## src/rtl/host_uart_rx_pkg.sv

```systemverilog
// host_uart_rx_pkg: shared UART definitions (FSM encoding, baud-divider helpers, defaults)
package host_uart_rx_pkg;
    localparam int DEF_DATA_BITS = 8;

    typedef enum logic [2:0] {WAIT_IDLE, IDLE, START, DATA, STOP} state_t;

    function automatic int bit_cycles(input int clk_hz, input int baud);
        return clk_hz / baud;
    endfunction

    function automatic int half_cycles(input int clk_hz, input int baud);
        return bit_cycles(clk_hz, baud) / 2;
    endfunction
endpackage

```

## src/rtl/host_uart_rx_if.sv

```systemverilog
// host_uart_rx_if: valid/ready byte stream out of the UART receiver
interface host_uart_rx_if #(parameter int DATA_BITS = host_uart_rx_pkg::DEF_DATA_BITS);
    logic [DATA_BITS-1:0] m_data;
    logic                 m_valid;
    logic                 m_ready;

    modport master(output m_data, m_valid, input m_ready);
    modport slave(input m_data, m_valid, output m_ready);
endinterface

```

## src/rtl/host_uart_rx_sync_2ff.sv

```systemverilog
// host_uart_rx_sync_2ff: two-flop synchroniser with selectable reset value
module host_uart_rx_sync_2ff #(
    parameter logic RST_VAL = 1'b0
) (
    input  logic clk,
    input  logic rst,
    input  logic d,
    output logic q
);
    logic meta;

    always_ff @(posedge clk or posedge rst) begin
        if (rst) {q, meta} <= {2{RST_VAL}};
        else {q, meta} <= {meta, d};
    end
endmodule

```

## src/rtl/host_uart_rx.sv

```systemverilog
// host_uart_rx: 8N1 UART receiver, mid-bit sampling, one-byte valid/ready output buffer
module host_uart_rx
    import host_uart_rx_pkg::*;
#(
    parameter int CLK_HZ    = 125_000_000,
    parameter int BAUD      = 115_200,
    parameter int DATA_BITS = DEF_DATA_BITS
) (
    input  logic           clk,
    input  logic           rst,
    input  logic           rx,
    host_uart_rx_if.master m,
    output logic           frame_err,
    output logic           overrun,
    output logic           busy
);
    localparam int BIT_CYCLES  = bit_cycles(CLK_HZ, BAUD);
    localparam int HALF_CYCLES = half_cycles(CLK_HZ, BAUD);
    localparam int CW = $clog2(BIT_CYCLES);
    localparam int IW = DATA_BITS > 1 ? $clog2(DATA_BITS) : 1;
    localparam logic [CW-1:0] BIT_LOAD  = CW'(BIT_CYCLES - 1);
    localparam logic [CW-1:0] HALF_LOAD = CW'(HALF_CYCLES - 1);
    localparam logic [IW-1:0] LAST_IDX  = IW'(DATA_BITS - 1);

    if (BIT_CYCLES < 4) begin : g_baud_chk
        $error("host_uart_rx: BIT_CYCLES must be at least 4");
    end

    state_t               state, state_nx;
    logic                 rx_s, tick, stop_ok, stop_bad, deliver, take;
    logic [1:0]           primed;
    logic [CW-1:0]        cnt;
    logic [IW-1:0]        idx;
    logic [DATA_BITS-1:0] shreg;

    host_uart_rx_sync_2ff #(.RST_VAL(1'b1)) u_sync (.clk(clk), .rst(rst), .d(rx), .q(rx_s));

    assign tick = cnt == '0;

    always_ff @(posedge clk or posedge rst) begin
        if (rst) state <= WAIT_IDLE;
        else state <= state_nx;
    end

    // The synchroniser's reset value is not a real look at the line, so WAIT_IDLE
    // only trusts rx_s once both stages hold sampled data.
    always_comb begin
        state_nx = state;
        case (state)
            WAIT_IDLE: state_nx = rx_s && primed[1] ? IDLE : WAIT_IDLE;
            IDLE:      state_nx = rx_s ? IDLE : START;
            START:     state_nx = !tick ? START : rx_s ? IDLE : DATA;
            DATA:      state_nx = tick && idx == LAST_IDX ? STOP : DATA;
            STOP:      state_nx = !tick ? STOP : rx_s ? IDLE : WAIT_IDLE;
            default:   state_nx = WAIT_IDLE;
        endcase
    end

    always_comb begin
        busy     = state inside {START, DATA, STOP};
        stop_ok  = state == STOP && tick && rx_s;
        stop_bad = state == STOP && tick && !rx_s;
        take     = deliver && (!m.m_valid || m.m_ready);
    end

    always_ff @(posedge clk or posedge rst) begin
        if (rst) begin
            primed    <= '0;
            cnt       <= '0;
            idx       <= '0;
            shreg     <= '0;
            deliver   <= 1'b0;
            frame_err <= 1'b0;
            overrun   <= 1'b0;
            m.m_data  <= '0;
            m.m_valid <= 1'b0;
        end else begin
            primed    <= {primed[0], 1'b1};
            cnt       <= state == IDLE ? HALF_LOAD : tick ? BIT_LOAD : cnt - 1'b1;
            idx       <= state == START ? '0 : state == DATA && tick ? idx + 1'b1 : idx;
            if (state == DATA && tick) shreg[idx] <= rx_s;
            deliver   <= stop_ok;
            frame_err <= stop_bad;
            overrun   <= deliver && !take;
            m.m_valid <= take || (m.m_valid && !m.m_ready);
            if (take) m.m_data <= shreg;
        end
    end
endmodule
```

## src/flat_wrapper.sv

```systemverilog
// flat-port wrapper written by rule: the top's interface ports become plain ports
module host_uart_rx_flat import host_uart_rx_pkg::*;
#(
    parameter int CLK_HZ    = 125_000_000,
    parameter int BAUD      = 115_200,
    parameter int DATA_BITS = DEF_DATA_BITS
)
  (clk, rst, rx, frame_err, overrun, busy, m_m_data, m_m_valid, m_m_ready);
  host_uart_rx_if #(.DATA_BITS(DATA_BITS)) m_i ();
  input  logic clk;
  input  logic rst;
  input  logic rx;
  output logic frame_err;
  output logic overrun;
  output logic busy;
  output wire logic [$bits(m_i.m_data)-1:0] m_m_data;
  output wire logic [$bits(m_i.m_valid)-1:0] m_m_valid;
  input wire logic [$bits(m_i.m_ready)-1:0] m_m_ready;
  assign m_m_data = m_i.m_data;
  assign m_m_valid = m_i.m_valid;
  assign m_i.m_ready = m_m_ready;
  host_uart_rx #(.CLK_HZ(CLK_HZ), .BAUD(BAUD), .DATA_BITS(DATA_BITS)) u_core (.clk(clk), .rst(rst), .rx(rx), .m(m_i), .frame_err(frame_err), .overrun(overrun), .busy(busy));
endmodule
```

## config.mk

```make
export PLATFORM = sky130hd
export DESIGN_NAME = host_uart_rx_flat
export DESIGN_NICKNAME = d
export VERILOG_FILES = /design/src/rtl/host_uart_rx_pkg.sv /design/src/rtl/host_uart_rx_if.sv /design/src/rtl/host_uart_rx_sync_2ff.sv /design/src/rtl/host_uart_rx.sv /design/src/flat_wrapper.sv
export SDC_FILE = /design/constraint.sdc
export NUM_CORES = 1
export LEC_CHECK = 0
export ABC_AREA = 1
export ABC_CLOCK_PERIOD_IN_PS = 1800
export CAP_MARGIN = 10
export CORE_ASPECT_RATIO = 1.5
export CORE_MARGIN = 3
export CORE_UTILIZATION = 50
export DETAILED_ROUTE_END_ITERATION = 6
export PLACE_DENSITY = 0.77
export SETUP_SLACK_MARGIN = 0.1
export SLEW_MARGIN = 20
export SYNTH_ARGS = -nofsm -noshare
export SYNTH_HDL_FRONTEND = slang
export SYNTH_SLANG_ARGS = --single-unit
```

## constraint.sdc

```tcl
create_clock -name clk -period 1.8 [get_ports clk]
set_input_delay 0.18 -clock clk [delete_from_list [all_inputs] [get_ports clk]]
set_output_delay 0.18 -clock clk [all_outputs]
set_load 0.005 [all_outputs]
```

==> key figures, run 1 <==
Run status
  – Status: finished, final reports clean

Placement
  – Post-DP HPWL: 2340 um
  – Gpl congestion: 0.790
  – PortBufs: 15
  – DP Area: 2110 um2
  – Post-Place Setup Slack: 250 ps
  – DP Cell Count: 272

Synthesis
  – Post-synthesis sequential area ratio: 53.8%
  – #FFs+latches synth: 41
  – Netlist Area Pre-Place: 1910 um2
  – Post-synthesis average cell area: 8.85 um2
  – Yosys cell types: 26
  – Syn nets: 224
  – Mapped Cells: 216
  – Ys Warns: 0

Routing
  – Antenna Nets Post-Route: 0
  – Drt drc: 0
  – WL/cell: 11.5 um
  – Via/cell ratio: 5.02
  – Vias after detailed routing: 1410
  – DRT Pass-1 Iters: 6
  – Final WL: 3240 um
  – Initial DRC Count: 34

STA
  – RSZ-0062 raised after global routing: no
  – Final Max Slew Viols: 0
  – Tcrit/Tclk final: 85.7%
  – TNS Setup: 0 ps
  – Fin. Hold Viols: 0
  – Fin crit period: 1540 ps
  – Final setup violation count: 0
  – Final Skew: 7.26 ps
  – Slack of the critical path: 257 ps
  – Fmax: 648 MHz

Final layout
  – Cell area after layout: 2250 um2
  – Share of layout cells above drive strength 1: 14.6%
  – Synthesis-to-layout area growth: 17.8%
  – Filler cells: 297
  – Final nets: 246
  – # diodes: 0
  – Non-Filler Instances: 281

Pwr
  – PwrDens: 1120 nW/um2
  – Leak: 1.19 nW
  – Maximum vdd drop: 0.000893 V

Run
  – Total of max-cap violations: 0

Clock tree
  – Root Buffer: clkbuf_8
  – Clk slew on worst S/H paths: 70 ps
  – Clock Tree Buf Depth: 2
  – CTS tree: yes
  – Worst-Skew Late Latency: 290 ps
  – Post-CTS Setup Bufs: 0
  – H-tree depth: 2
  – CTS sink cnt: 41
  – Total CTS buffers: 5

Worst setup path
  – R2r setup slk: 260 ps
  – Startpoint types: flop
  – WP data arrival: 1770 ps
  – R2r worst-path depth: 8
  – Worst Path Required: 2020 ps
  – Worst Setup EP: u_core.idx[2]$_DFFE_PP0P_
  – Crit Path Max Fanout: 9
  – Crit Path Class: reg2reg
  – Reg2Reg Launch Point: u_core.cnt[0]$_DFF_PP0_
  – Worst setup EP type: flop
  – R2R Path End: u_core.idx[2]$_DFFE_PP0P_
  – Critical path origin: u_core.cnt[0]$_DFF_PP0_

Global route
  – Largest net degree at the start of global routing: 42
  – Initial antenna violation count: 0
  – Number of global-route vias before repair: 1383
  – GRT overflow: 0
  – First-pass GRT wire length: 5800 um
  – Total track usage: 16.2%

Floorplanning
  – Chip height: 81.7 um
  – Die ar.: 4610 um2
  – Initial Utilization: 53.9%
  – I/O pins: 16
  – Die W: 56.5 um
  – Core Area: 3550 um2
  – Rows: 26

Worst hold path
  – Hold Crit Class: in2async
final cells by class:
cell class              count  area (um2)  area share (%)
multi-input cells         148         783            34.8
clock inverters             1        30.0            1.33
inverters                  26        97.6            4.34
well taps                  42        52.6            2.33
repair buffers             16         173            7.67
clock buffers               7        86.3            3.84
flip-flops and latches     41        1030            45.7
cells by family (layout without fill, tap and decap cells):
group,after synthesis,count (layout),share of synthesized area (%)
adder cells (fa/ha/maj),4,4,2.62
AO/OA/AOI/OAI,6,6,1.90
multiplexers,8,8,4.72
buffers and inverters,28,50,6.29
other,1,1,0.196
AND/OR/NAND/NOR,126,127,29.5
XOR/XNOR,2,2,0.917
flip-flops,41,41,53.8
cells in the final DEF, fill, tap and decap left out:
cell type and n:
xor2_1 1, nor2_4 3, nand3_1 28, nor2_2 5, xnor2_1 1, clkbuf_8 6
nor3_1 2, clkdlybuf4s50_1 14, o211ai_1 1, nand2_4 1, mux2_2 8, nand4_1 1
nor2_8 1, ha_1 4, o22ai_1 1, bufinv_16 1, a31oi_1 2, buf_12 1
clkbuf_1 1, inv_2 3, nand2_1 58, conb_1 1, nor2_1 24, dfstp_2 2
inv_1 23, dlymetal6s2s_1 1, dfrtp_1 39, o21ai_0 2, or2_2 2, nand2_2 2
what timing repair did:
item,in CTS,in global routing
setup endpoints to repair,0,13
hold buffers,0,0
resized for setup,0,5
hold endpoints to repair,0,0
per-stage QoR:
step,total power [mW],utilization (%),hold slack [ps]
2_1_floorplan,1.61,-,184
3_3_place_gp,1.75,59.5,333
3_5_place_dp,1.77,59.5,346
4_1_cts,2.52,62.8,250
5_1_grt,2.69,63.5,277
6_report,2.52,63.5,247
sequential cells by signal (all words and copies together) (netlist names):
name,cells
u_core.deliver,1
u_core.primed,2
u_core.u_sync.q,1
u_core.state,3
u_core.m.m_valid,1
u_core.idx,3
u_core.m.m_data,8
u_core.u_sync.meta,1
u_core.frame_err,1
u_core.cnt,11
u_core.overrun,1
u_core.shreg,8
Yosys cell counts:
cell type   n  share of area, %
dfstp_2     2               2.8
nand3_1    28               7.3
inv_2       2              0.39
nor2_1     25               4.9
nor2_4      1              0.59
a31oi_1     2              0.65
mux2_2      8               4.7
xor2_1      1              0.46
o22ai_1     1              0.33
dfrtp_1    39                51
nand4_1     1              0.33
or2_2       2              0.65
clkbuf_4    1              0.39
xnor2_1     1              0.46
nand2_1    59                12
nor3_1      2              0.52
nand2_4     1              0.59
ha_1        4               2.6
nor2_8      1               1.0
buf_8       1              0.79
o21ai_0     2              0.52
conb_1      1              0.20
inv_1      24               4.7
o211ai_1    1              0.39
nor2_2      5               1.6
nand2_2     1              0.33
metal layers:
| layer | track usage (%) | share of wire [%] |
|---|---|---|
| met1 | 18.9 | 44 |
| met2 | 28.2 | 51 |
| met3 | 3.93 | 3.2 |
| met4 | 7.36 | 1.9 |
| met5 | 0 | 0 |
worst min-delay path by stage:
stage	depth (start not counted)	slack, ps	endpoint	startpoint
global placement	0	330	u_core.primed[1]$_DFF_PP0_	u_core.primed[0]$_DFF_PP0_
detailed placement	0	350	u_core.primed[1]$_DFF_PP0_	u_core.primed[0]$_DFF_PP0_
floorplan	0	180	u_core.u_sync.meta$_DFF_PP1_	rx
global route	3	280	u_core.idx[0]$_DFFE_PP0P_	rst
finish	3	250	u_core.m.m_data[2]$_DFFE_PP0P_	rst
CTS	3	250	u_core.m.m_data[4]$_DFFE_PP0P_	rst
critical path, stage by stage (launching register included):
cell,delay [ps]
dfrtp_1,370
inv_1,130
ha_1,160
nand2_1,90
nor2_4,180
nand2_4,130
nor2_4,230
nand3_1,110
nand2_1,80
power by group:
part           total (mW)  internal (mW)  switching [mW]
Clock               0.744          0.452           0.292
Sequential           1.16           1.04           0.121
Combinational       0.612          0.225           0.387
Total                2.52           1.72           0.800
No activity file was read; power rests on OpenSTA's default activity.
==> run 2, diff against run 1 <==
SKIP_CTS_REPAIR_TIMING = 1   (was unset)
==> results of run 2 <==
Final layout, timing and power as in run 1 (identical DEF).
==> run 3, diff against run 2 <==
CORE_UTILIZATION = 35   (was 50)
PLACE_DENSITY = 0.6   (was 0.77)
==> run 3 against run 2 <==
Utilization is 19 points lower. Final area is 1.9% higher. Clock-buffer cell count is 1 lower. Register-to-register slack better by 20 ps. Largest power group unchanged. Critical path depth is 1 higher. Critical path type unchanged.
==> key figures, run 3 (same netlist as run 1, synthesis figures left out) <==
Routing
  – Vias after detailed routing: 1414 (+0.28%)
  – DRT Pass-1 Iters: 4 (-2)
  – Antenna Nets Post-Route: 0 (unchanged)
  – Final WL: 3440 um (+6.3%)
  – Drt drc: 0 (unchanged)
  – WL/cell: 11.1 um (-3.3%)
  – Via/cell ratio: 4.58 (-8.8%)
  – Initial DRC Count: 60 (+76%)

Global route
  – Number of global-route vias before repair: 1467 (+6.1%)
  – First-pass GRT wire length: 6220 um (+7.1%)
  – GRT overflow: 0 (unchanged)
  – Largest net degree at the start of global routing: 42 (unchanged)
  – Total track usage: 12.7% (-3.5 points)
  – Initial antenna violation count: 0 (unchanged)

Floorplanning
  – I/O pins: 16 (unchanged)
  – Core Area: 5200 um2 (+47%)
  – Rows: 32 (+23%)
  – Die W: 66.3 um (+17%)
  – Chip height: 96.5 um (+18%)
  – Initial Utilization: 36.7% (-17 points)
  – Die ar.: 6400 um2 (+39%)

Final layout
  – Final nets: 248 (+0.81%)
  – Commonest cells after routing, fill and taps aside: nand2_1 (58), dfrtp_1 (39), nand3_1 (28), nor2_1 (24), inv_1 (23)
  – # diodes: 0 (unchanged)
  – Cell area after layout: 2290 um2 (+1.9%)
  – Reg with most FFs: u_core.cnt
  – Max reg flops: 11 (unchanged)
  – Most common cell after layout, fill and taps aside: nand2_1
  – Top flop regs: u_core.cnt (11), u_core.m.m_data (8), u_core.shreg (8)
  – Share of layout cells above drive strength 1: 15.4% (+0.71 points)
  – Final Core Density: 44.1% (-19 points)
  – Synthesis-to-layout area growth: 20.0%
  – Filler cells: 522 (+76%)

Worst setup path
  – R2r setup slk: 280 ps (+20 ps)
  – Crit Path Max Fanout: 10 (+1)
  – R2R Path End: u_core.shreg[0]$_DFFE_PP0P_
  – Crit Path Class: reg2reg
  – Worst setup EP type: flop
  – Worst Path Required: 1990 ps (-30 ps)
  – WP data arrival: 1710 ps (-60 ps)
  – Startpoint types: flop
  – R2r worst-path depth: 9 (+1)
  – Reg2Reg Launch Point: u_core.cnt[0]$_DFF_PP0_

STA
  – TNS Setup: 0 ps (unchanged)
  – Fin crit period: 1520 ps (-24.3 ps)
  – Final setup violation count: 0 (unchanged)
  – Tcrit/Tclk final: 84.4% (-1.4 points)
  – Final Skew: 8.18 ps (+0.921 ps)
  – Fmax: 658 MHz (+1.6%)
  – Fin. Hold Viols: 0 (unchanged)
  – Final Max Slew Viols: 0 (unchanged)
  – RSZ-0062 raised after global routing: no

Clock tree
  – Worst-Skew Late Latency: 300 ps (about the same)
  – Total CTS buffers: 5 (unchanged)
  – H-tree depth: 2 (unchanged)
  – Root Buffer: clkbuf_8
  – Clk slew on worst S/H paths: 80 ps (about the same)
  – CTS tree: yes
  – CTS sink cnt: 41 (unchanged)
  – Clock Tree Buf Depth: 2 (unchanged)

Pwr
  – Total power draw: 2.53 mW (+0.63%)
  – Leak: 1.20 nW (+0.57%)
  – Maximum vdd drop: 0.000563 V (-37%)
  – PwrDens: 1100 nW/um2 (-1.2%)

Run
  – Total of max-cap violations: 0 (unchanged)

Placement
  – Post-DP HPWL: 2370 um (+1.4%)
  – DP Area: 2140 um2 (+1.5%)
  – PortBufs: 15 (unchanged)
  – Gpl congestion: 0.795 (+0.70%)

Worst hold path
  – Hold Crit Class: in2async

Run status
  – Status: finished, final reports clean
==> run 3: cell count changes in the layout (fill, tap and decap cells not counted) <==
cell and change:
clkbuf_8 -1, clkinv_4 +1, buf_4 +2
==> run 3: worst max path at each step <==
stage                             endpoint  slack, ps                      start
2_1_floorplan    u_core.idx[0]$_DFFE_PP0P_        380    u_core.cnt[0]$_DFF_PP0_
3_3_place_gp   u_core.shreg[0]$_DFFE_PP0P_        250    u_core.cnt[0]$_DFF_PP0_
3_5_place_dp   u_core.shreg[0]$_DFFE_PP0P_        220    u_core.cnt[0]$_DFF_PP0_
4_1_cts                               busy         90  u_core.state[1]$_DFF_PP0_
5_1_grt        u_core.shreg[2]$_DFFE_PP0P_        100    u_core.cnt[0]$_DFF_PP0_
6_report       u_core.shreg[0]$_DFFE_PP0P_        280    u_core.cnt[0]$_DFF_PP0_
==> run 3: where the power goes <==
| group | switching [mW] | internal, mW | total, mW |
|---|---|---|---|
| Sequential | 0.117 | 1.04 | 1.16 |
| Clock | 0.327 | 0.416 | 0.743 |
| Combinational | 0.388 | 0.245 | 0.633 |
| Total | 0.832 | 1.70 | 2.53 |
==> run 3: cell type report <==
type / count / area, um2 / share of cell area (%)
clock inverter: 2 / 38.8 / 1.69
inverter: 26 / 97.6 / 4.26
timing repair buffer: 18 / 188 / 8.18
multi-input combinational: 148 / 783 / 34.2
tap: 68 / 85.1 / 3.71
clock buffer: 6 / 72.6 / 3.16
sequential: 41 / 1030 / 44.8
==> run 3: metrics by stage <==
| step | hold WS [ps] | setup WS (ps) | instances |
|---|---|---|---|
| floorplan | 184 | 377 | 216 |
| global placement | 334 | 247 | 298 |
| detailed placement | 341 | 218 | 298 |
| CTS | 247 | 91.0 | 306 |
| global route | 251 | 103 | 309 |
| finish | 234 | 281 | 309 |
==> run 3: routing by layer <==
layer	GRT usage [%]	wire length (um)
met1	14.8	1550
met2	21.5	1770
met3	3.24	100
met4	5.93	20
met5	0	0
==> run 3: critical path, cell delays in order, from the launching register on <==
cell and delay (ps):
dfrtp_1 380, inv_1 120, ha_1 160, nand2_1 80, nor2_4 160, nand2_4 120
nor2_8 200, nand2_1 80, nand2_1 60, nand2_1 50
